`config.mk`:
```
export PLATFORM = sky130hd
export DESIGN_NAME = instr_fetch_unit_flat
export DESIGN_NICKNAME = d
export VERILOG_FILES = /design/src/rtl/imem_if.sv /design/src/rtl/instr_fetch_unit.sv /design/src/flat_wrapper.sv
export SDC_FILE = /design/constraint.sdc
export NUM_CORES = 1
export LEC_CHECK = 0
export CAP_MARGIN = 40
export CORE_MARGIN = 2
export CORE_UTILIZATION = 39
export CTS_BUF_LIST = sky130_fd_sc_hd__clkbuf_16
export DETAILED_ROUTE_END_ITERATION = 8
export GPL_TIMING_DRIVEN = 0
export PLACE_DENSITY = 0.84
export SYNTH_ARGS = -nofsm -noshare
export SYNTH_HDL_FRONTEND = slang
export SYNTH_SLANG_ARGS = --single-unit
```
`constraint.sdc`:
```
create_clock -name clk -period 1.65 [get_ports clk]
set_input_delay 0.33 -clock clk [delete_from_list [all_inputs] [get_ports clk]]
set_output_delay 0.33 -clock clk [all_outputs]
set_load 0.02 [all_outputs]
```
`src/rtl/imem_if.sv`:
```
// Instruction-memory request/acknowledge bundle between the fetch unit (master)
// and instruction memory (slave).
interface imem_if #(
  parameter int PC_WIDTH = 10
);
  logic                imem_req;
  logic [PC_WIDTH-3:0] imem_addr;
  logic                imem_ack;
  logic [31:0]         imem_rdata;

  modport master (
    output imem_req,
    output imem_addr,
    input  imem_ack,
    input  imem_rdata
  );

  modport slave (
    input  imem_req,
    input  imem_addr,
    output imem_ack,
    output imem_rdata
  );
endinterface

```
`src/rtl/instr_fetch_unit.sv`:
```
// Fetch stage: owns the PC, fetches one word at a time over a req/ack handshake
// into a single-entry instruction register, and handles execute redirects.
module instr_fetch_unit #(
  parameter int PC_WIDTH = 10,
  parameter int RESET_PC = 0
) (
  input  logic                clk,
  input  logic                rst_n,
  imem_if.master              imem,
  input  logic                stall,
  input  logic                redirect_valid,
  input  logic [PC_WIDTH-1:0] redirect_pc,
  output logic                instr_valid,
  output logic [31:0]         instruction,
  output logic [PC_WIDTH-1:0] instr_pc,
  output logic                misalign_fault
);

  typedef enum logic [1:0] {
    IDLE  = 2'd0,
    FETCH = 2'd1,
    KILL  = 2'd2
  } state_t;

  state_t              state, state_next;
  logic [PC_WIDTH-1:0] pc;
  logic [PC_WIDTH-3:0] kill_addr;

  logic consume;
  logic can_accept;
  logic do_redirect;
  logic do_load;
  logic kill_capture;

  assign consume    = instr_valid && !stall;
  assign can_accept = !instr_valid || !stall;

  // NOTE: every signal driven here gets a default first so no path leaves it
  // unassigned, which would otherwise infer a latch.
  always_comb begin
    state_next     = state;
    do_redirect    = 1'b0;
    do_load        = 1'b0;
    kill_capture   = 1'b0;
    imem.imem_req  = 1'b0;
    imem.imem_addr = pc[PC_WIDTH-1:2];

    case (state)
      IDLE: begin
        if (redirect_valid) begin
          do_redirect = 1'b1;
        end else if (can_accept) begin
          state_next = FETCH;
        end
      end
      FETCH: begin
        imem.imem_req = 1'b1;
        if (redirect_valid) begin
          // A redirect always wins; an unacknowledged request must still be
          // drained so the handshake is never abandoned.
          do_redirect  = 1'b1;
          kill_capture = !imem.imem_ack;
          state_next   = imem.imem_ack ? IDLE : KILL;
        end else if (imem.imem_ack) begin
          do_load    = 1'b1;
          state_next = IDLE;
        end
      end
      KILL: begin
        imem.imem_req  = 1'b1;
        imem.imem_addr = kill_addr;
        if (redirect_valid) do_redirect = 1'b1;
        if (imem.imem_ack)  state_next  = IDLE;
      end
      default: state_next = IDLE;
    endcase
  end

  // NOTE: sequential state uses non-blocking assignments so every register
  // samples pre-edge values regardless of statement order.
  always_ff @(posedge clk or negedge rst_n) begin
    if (!rst_n) begin
      state <= IDLE;
    end else begin
      state <= state_next;
    end
  end

  always_ff @(posedge clk or negedge rst_n) begin
    if (!rst_n) begin
      pc             <= PC_WIDTH'(RESET_PC);
      kill_addr      <= '0;
      instr_valid    <= 1'b0;
      instruction    <= '0;
      instr_pc       <= '0;
      misalign_fault <= 1'b0;
    end else begin
      misalign_fault <= do_redirect && (redirect_pc[1:0] != 2'b00);

      if (kill_capture) kill_addr <= pc[PC_WIDTH-1:2];

      // Redirect flushes the IR and takes priority over consume; a load in the
      // same edge as a consume leaves the new word valid.
      if (do_redirect) begin
        pc          <= {redirect_pc[PC_WIDTH-1:2], 2'b00};
        instr_valid <= 1'b0;
      end else if (do_load) begin
        instruction <= imem.imem_rdata;
        instr_pc    <= pc;
        instr_valid <= 1'b1;
        pc          <= pc + PC_WIDTH'(4);
      end else if (consume) begin
        instr_valid <= 1'b0;
      end
    end
  end

endmodule

```
`src/flat_wrapper.sv`:
```
// flat-port wrapper written by rule: the top's interface ports become plain ports
module instr_fetch_unit_flat 
#(
  parameter int PC_WIDTH = 10,
  parameter int RESET_PC = 0
)
  (clk, rst_n, stall, redirect_valid, redirect_pc, instr_valid, instruction, instr_pc, misalign_fault, imem_imem_req, imem_imem_addr, imem_imem_ack, imem_imem_rdata);
  imem_if #(.PC_WIDTH(PC_WIDTH)) imem_i ();
  input  logic clk;
  input  logic rst_n;
  input  logic stall;
  input  logic redirect_valid;
  input  logic [PC_WIDTH-1:0] redirect_pc;
  output logic instr_valid;
  output logic [31:0] instruction;
  output logic [PC_WIDTH-1:0] instr_pc;
  output logic misalign_fault;
  output wire logic [$bits(imem_i.imem_req)-1:0] imem_imem_req;
  output wire logic [$bits(imem_i.imem_addr)-1:0] imem_imem_addr;
  input wire logic [$bits(imem_i.imem_ack)-1:0] imem_imem_ack;
  input wire logic [$bits(imem_i.imem_rdata)-1:0] imem_imem_rdata;
  assign imem_imem_req = imem_i.imem_req;
  assign imem_imem_addr = imem_i.imem_addr;
  assign imem_i.imem_ack = imem_imem_ack;
  assign imem_i.imem_rdata = imem_imem_rdata;
  instr_fetch_unit #(.PC_WIDTH(PC_WIDTH), .RESET_PC(RESET_PC)) u_core (.clk(clk), .rst_n(rst_n), .imem(imem_i), .stall(stall), .redirect_valid(redirect_valid), .redirect_pc(redirect_pc), .instr_valid(instr_valid), .instruction(instruction), .instr_pc(instr_pc), .misalign_fault(misalign_fault));
endmodule
```
==> results.sh, run 1 <==
export IMPL_cts_htree_levels=3
export IMPL_synth_warning_count=0
export IMPL_cts_root_buffer_cell="clkbuf_16"
export IMPL_num_antenna_cells=0
export IMPL_tightest_slew_ns=0.710
export IMPL_finalClockSkew_ns=0.00603
export IMPL_grt_pass1_wl_um=11000
export IMPL_yosysTopAreaCellShare_pct=57.3
export IMPL_violations="negative setup slack"
export IMPL_critPathSlowestCell="dfrtp_1"
export IMPL_synth_cell_types=28
export IMPL_p_leak_nw=2.22
export IMPL_rsz0062_at_grt="true"
export IMPL_crit_family="flip-flops"
export IMPL_place_worst_setup_slack_ns=-0.526
export IMPL_synth_most_common_cell="nand2_1"
export IMPL_std_cell_rows=29
export IMPL_slowest_delay_ns=0.39
export IMPL_overflow=0
export IMPL_grt_total_usage_pct=19.3
export IMPL_wl_per_cell_um=14.2
export IMPL_layout_drive_gt1_share_pct=18.1
export IMPL_antenna_found_initial=0
export IMPL_finalPower_mw=7.79
export IMPL_hold_viol=0
export IMPL_fin_crit_ns=1.84
export IMPL_async_flop_share_pct=100
export IMPL_drc=0
export IMPL_hp_class="primary input to asynchronous set/reset pin"
export IMPL_synthFlopType="dfrtp_1"
export IMPL_cap_violations=0
export IMPL_die_area_um2=7390
export IMPL_dr_pass1_iters=4
export IMPL_core_um2=6420
export IMPL_outcome="finished with violations"
export IMPL_cts_sinks=60
export IMPL_clock_latency_ns=0.31
export IMPL_num_io_pins=100
export IMPL_power_density_nw_per_um2=1840
export IMPL_start_util_pct=40.8
export IMPL_placed_cell_area_um2=3710
export IMPL_cts_buffers=9
export IMPL_clk_pin_slew_ns=0.05
export IMPL_via_count=2306
export IMPL_synth_area_um2=2620
export IMPL_path_cells="inv_2 -> ha_4 -> buf_8 -> mux2_4 -> buf_6"
export IMPL_synth_common_cells="130 x nand2_1, 60 x dfrtp_1, 16 x mux2_2"
export IMPL_area_delta_synth_final_pct=61.4
export IMPL_end_kind="primary output"
export IMPL_place_inst=454
export IMPL_crit_fanout=5
export IMPL_setup_slack_ns=-0.185
export IMPL_gp_congestion=0.790
export IMPL_synth_edff_count=0
export IMPL_path_class="flip-flop to primary output"
export IMPL_vdd_ir_drop_worst_uv=1030
export IMPL_grt_max_degree=33
export IMPL_grt_pass1_vias=2368
export IMPL_yosys_top_cells_area="dfrtp_1 57%, nand2_1 19%, mux2_2 6.9%, ha_1 2.9%, nand3_1 1.5%"
export IMPL_final_area_um2=4230
export IMPL_cp_buffers_inverters=3
export IMPL_cp_start_kind="flip-flop"
export IMPL_io_buffer_count=97
export IMPL_synthCells=278
export IMPL_syn_area_per_cell_um2=9.42
export IMPL_rrSetupSlack_ns=-0.15
export IMPL_hold_buffers=0
export IMPL_drt_iter0_drc=88
export IMPL_slew_headroom_pct=52.7
export IMPL_ys_ff_latch=60
export IMPL_clockBufferDepth=2
export IMPL_worst_endpoint_arrival_ns=1.51
export IMPL_setup_viol=10
export IMPL_r2r_start="u_core.state[1]"
export IMPL_nNetsFinal=453
export IMPL_rr_worst_depth=6
export IMPL_viasPerCell=4.79
export IMPL_ys_seq_area_share_pct=57.3
export IMPL_finalMaxSlewViolations=0
export IMPL_r2r_end="u_core.pc[9]"
export IMPL_post_dp_hpwl_um=4820
export IMPL_post_route_period_util_pct=111
export IMPL_required_ns=1.32
export IMPL_fin_hold_ws_ns=0.0666
export IMPL_die_h_um=86.0
export IMPL_fin_cells=481
export IMPL_wl_um=6820
export IMPL_yosys_area_top_type="dfrtp_1"
export IMPL_fmax_mhz=545
export IMPL_cts_tree="built"
export IMPL_postRouteAntennaNets=0
export IMPL_fp_dieW_um=86.0
[flip-flops by register name, summed over array words and instances (netlist names)]
register	count
u_core.instruction	32
u_core.instr_pc	8
u_core.kill_addr	8
u_core.pc	8
u_core.state	2
u_core.instr_valid	1
u_core.misalign_fault	1
[worst register-to-register path, stage by stage, from the launching register on]
cell      delay (ns)
dfrtp_2         0.43
buf_4           0.16
inv_4           0.07
ha_4            0.15
nand4b_1        0.17
or3_4           0.46
o311ai_2        0.25
[routing by layer]
metal	vias up	share of wire (%)	GRT usage, %
li1	1137	-	-
met1	1102	42	23.8
met2	61	51	31.7
met3	6	5.8	6.64
met4	0	0.98	6.20
met5	-	0	0
[final cells by class]
class                           count  area, um2
Tap cell                           77       96.3
Inverter                            3       13.8
Clock inverter                      6       23.8
Clock buffer                        9        225
Timing Repair Buffer              110       1140
Multi-Input combinational cell    202       1120
Sequential cell                    60       1500
Fill cell                         520       2190
Buffer                             14        105
[worst max-delay path by stage]
stage                     from                      to  slack (ns)  cells after the start
2_1_floorplan  u_core.state[1]            u_core.pc[9]        0.07                      5
3_3_place_gp             rst_n  u_core.instruction[18]       -1.70                      1
3_5_place_dp   u_core.state[0]       imem_imem_addr[4]       -0.53                      5
4_1_cts        u_core.state[1]       imem_imem_addr[4]       -0.21                      4
5_1_grt        u_core.state[0]       imem_imem_addr[1]       -0.23                      5
6_report       u_core.state[0]       imem_imem_addr[4]       -0.19                      5
[report_power, final]
part	leakage, nW	internal [mW]	total, mW	switching [mW]
Clock	0.126	0.974	1.56	0.588
Sequential	0.738	2.13	2.56	0.434
Combinational	1.35	1.85	3.66	1.81
[kinds of logic after synthesis]
logic type	Yosys count	share of synthesized area, %
AOI/OAI and AO/OA	21	5.35
adders and majority gates	6	2.87
buffers and inverters	17	3.01
DFF	60	57.3
muxes	16	6.88
other	1	0.143
and+or+nand+nor	157	24.5
[through the flow]
| stage | util [%] | setup TNS, ns |
|---|---|---|
| after floorplan | - | 0 |
| after global placement | 57.5 | -116.85 |
| after detailed placement | 57.7 | -17.05 |
| after CTS | 63.5 | -1.65 |
| after global routing | 65.8 | -2.45 |
| final | 65.8 | -1.65 |
[layout by cell type (no fill, tap or decap), types with 2 or more instances in the layout]
master	synthesis	routed
nand2_1	130	130
clkdlybuf4s50_1	0	71
dfrtp_1	60	59
buf_4	2	17
dlymetal6s2s_1	0	16
buf_6	0	11
clkbuf_16	0	9
mux2_4	0	8
mux2_2	16	8
nor2_1	7	7
nand3_1	8	7
o21ai_0	5	5
a21oi_1	5	5
buf_2	6	4
clkinv_1	0	4
o211ai_1	3	3
a21o_1	3	3
ha_1	6	3
ha_4	0	3
buf_8	0	2
nand3b_1	2	2
a22oi_1	3	2
inv_1	3	2
conb_1	1	2
[repair_timing]
item | in CTS | in global routing
cloned | 1 | 0
setup buffers | 6 | 5
gates resized for setup | 70 | 48
setup endpoints to repair | 52 | 70
pin swaps | 0 | 3
Power figures use the tool's default switching activity.
==> run 2, diff against run 1 <==
--- a/config.mk
+++ b/config.mk
@@ -6,6 +6,7 @@
 export NUM_CORES = 1
 export LEC_CHECK = 0
 export CAP_MARGIN = 40
+export CORE_ASPECT_RATIO = 2
 export CORE_MARGIN = 2
 export CORE_UTILIZATION = 39
 export CTS_BUF_LIST = sky130_fd_sc_hd__clkbuf_16
==> results.sh, run 2 (synthesized netlist as in run 1, its figures left out) <==
export IMPL_nNetsFinal=451
export IMPL_layout_drive_gt1_share_pct=17.4
export IMPL_cp_start_kind="flip-flop"
export IMPL_critPathSlowestCell="dfrtp_2"
export IMPL_drt_iter0_drc=105
export IMPL_cts_tree="built"
export IMPL_outcome="finished with violations"
export IMPL_clock_latency_ns=0.33
export IMPL_crit_fanout=5
export IMPL_cts_buffers=9
export IMPL_post_route_period_util_pct=115
export IMPL_most_common_layout_cells="130 x nand2_1, 69 x clkdlybuf4s50_1, 59 x dfrtp_1"
export IMPL_finalMaxSlewViolations=0
export IMPL_fp_dieW_um=62.0
export IMPL_violations="negative setup slack"
export IMPL_setup_viol=12
export IMPL_setup_slack_ns=-0.241
export IMPL_cts_htree_levels=3
export IMPL_dr_pass1_iters=6
export IMPL_clk_pin_slew_ns=0.05
export IMPL_start_util_pct=39.9
export IMPL_p_leak_nw=2.23
export IMPL_setup_worst_path_start="u_core.state[1]"
export IMPL_r2r_start="u_core.state[1]"
export IMPL_grt_pass1_vias=2379
export IMPL_required_ns=1.32
export IMPL_crit_family="flip-flops"
export IMPL_finalClockSkew_ns=0.00541
export IMPL_num_antenna_cells=0
export IMPL_die_h_um=120
export IMPL_path_cells="ha_4 -> clkbuf_16 -> mux2_4 -> buf_6"
export IMPL_wl_um=7470
export IMPL_cap_violations=0
export IMPL_fin_crit_ns=1.89
export IMPL_via_count=2407
export IMPL_cts_sinks=60
export IMPL_place_worst_setup_slack_ns=-0.510
export IMPL_hold_viol=0
export IMPL_tightest_slew_ns=0.700
export IMPL_cp_buffers_inverters=2
export IMPL_fin_tns_setup_ns=-2.31
export IMPL_area_delta_synth_final_pct=62.8
export IMPL_slowest_delay_ns=0.44
export IMPL_layout_commonest_cell="nand2_1"
export IMPL_grt_pass1_wl_um=11500
export IMPL_power_density_nw_per_um2=1910
export IMPL_drc=0
export IMPL_fmax_mhz=529
export IMPL_num_io_pins=100
export IMPL_vdd_ir_drop_worst_uv=1290
export IMPL_wl_per_cell_um=15.2
export IMPL_antenna_found_initial=0
export IMPL_core_um2=6570
export IMPL_path_class="flip-flop to primary output"
export IMPL_postRouteAntennaNets=0
export IMPL_gp_congestion=0.799
export IMPL_io_buffer_count=97
export IMPL_post_dp_hpwl_um=5140
export IMPL_grt_total_usage_pct=21.5
export IMPL_hold_buffers=0
export IMPL_slew_headroom_pct=53.4
export IMPL_worst_endpoint_arrival_ns=1.56
export IMPL_die_area_um2=7430
export IMPL_grt_max_degree=32
export IMPL_rsz0062_at_grt="true"
export IMPL_end_kind="primary output"
export IMPL_hp_class="primary input to asynchronous set/reset pin"
export IMPL_clockBufferDepth=2
export IMPL_viasPerCell=4.90
export IMPL_largest_register_ffs=32
export IMPL_std_cell_rows=42
export IMPL_overflow=0
export IMPL_cts_root_buffer_cell="clkbuf_16"
export IMPL_top_register="u_core.instruction"
[run 2: layer usage]
| metal | vias to the layer above | global-route usage (%) | part of all wire [%] | routed length [um] |
|---|---|---|---|---|
| li1 | 1134 | - | - | - |
| met1 | 1175 | 23.0 | 36 | 2650 |
| met2 | 83 | 36.7 | 57 | 4290 |
| met3 | 15 | 4.20 | 4.4 | 325 |
| met4 | 0 | 12.4 | 2.7 | 200 |
| met5 | - | 0 | 0 | 0 |
[run 2: metrics by stage]
| stage | utilization, % | total power [mW] | cell area, um2 | hold WS [ns] | std cells |
|---|---|---|---|---|---|
| 3_5_place_dp | 56.6 | 5.89 | 3720 | 0.419 | 465 |
| 3_3_place_gp | 56.4 | 5.75 | 3710 | 0.457 | 464 |
| 5_1_grt | 65.0 | 8.58 | 4270 | 0.107 | 491 |
| 2_1_floorplan | - | 4.25 | 2630 | 0.0344 | 279 |
| 6_report | 65.0 | 8.13 | 4270 | 0.0531 | 491 |
| 4_1_cts | 63.8 | 8.13 | 4190 | 0.0679 | 489 |
[run 2: power by group]
| part | internal [mW] | switching, mW | leakage (nW) |
|---|---|---|---|
| sequential | 2.12 | 0.436 | 0.738 |
| clock | 1.30 | 0.627 | 0.152 |
| combinational | 1.79 | 1.85 | 1.34 |
| total | 5.21 | 2.92 | 2.23 |
[run 2: area by class of cell]
class	instances	area, um2
Inverter	3	11.3
Tap cell	88	110
Clock buffer	9	225
Fill cell	488	2300
Multi-Input combinational cell	202	1110
Timing Repair Buffer	108	1120
Sequential cell	60	1500
Clock inverter	7	81.3
Buffer	14	109
[run 2: timing repair]
action                     in CTS  in global routing
setup buffers                   7                  3
setup endpoints to repair      63                 74
pin swaps                       2                  0
gates resized for setup        79                 29
cloned                          1                  0
hold endpoints to repair        0                  0
[run 2: path summary, 6_finish.rpt]
check,depth (start not counted),slack (ns),end
setup / recovery,4,-0.24,imem_imem_addr[6]
min in group clk,2,0.46,u_core.instruction[30]
hold reg to reg,2,0.46,u_core.instruction[30]
max in group asynchronous,2,0.97,u_core.state[1]
hold / removal,1,0.05,u_core.kill_addr[7]
setup reg to reg,5,-0.16,u_core.pc[9]
[run 2: worst register-to-register path: stages (launching register included)]
cell and delay [ns]:
dfrtp_2 0.44, inv_1 0.19, ha_4 0.19, nand4b_1 0.17, or3_4 0.46, o311ai_2 0.26
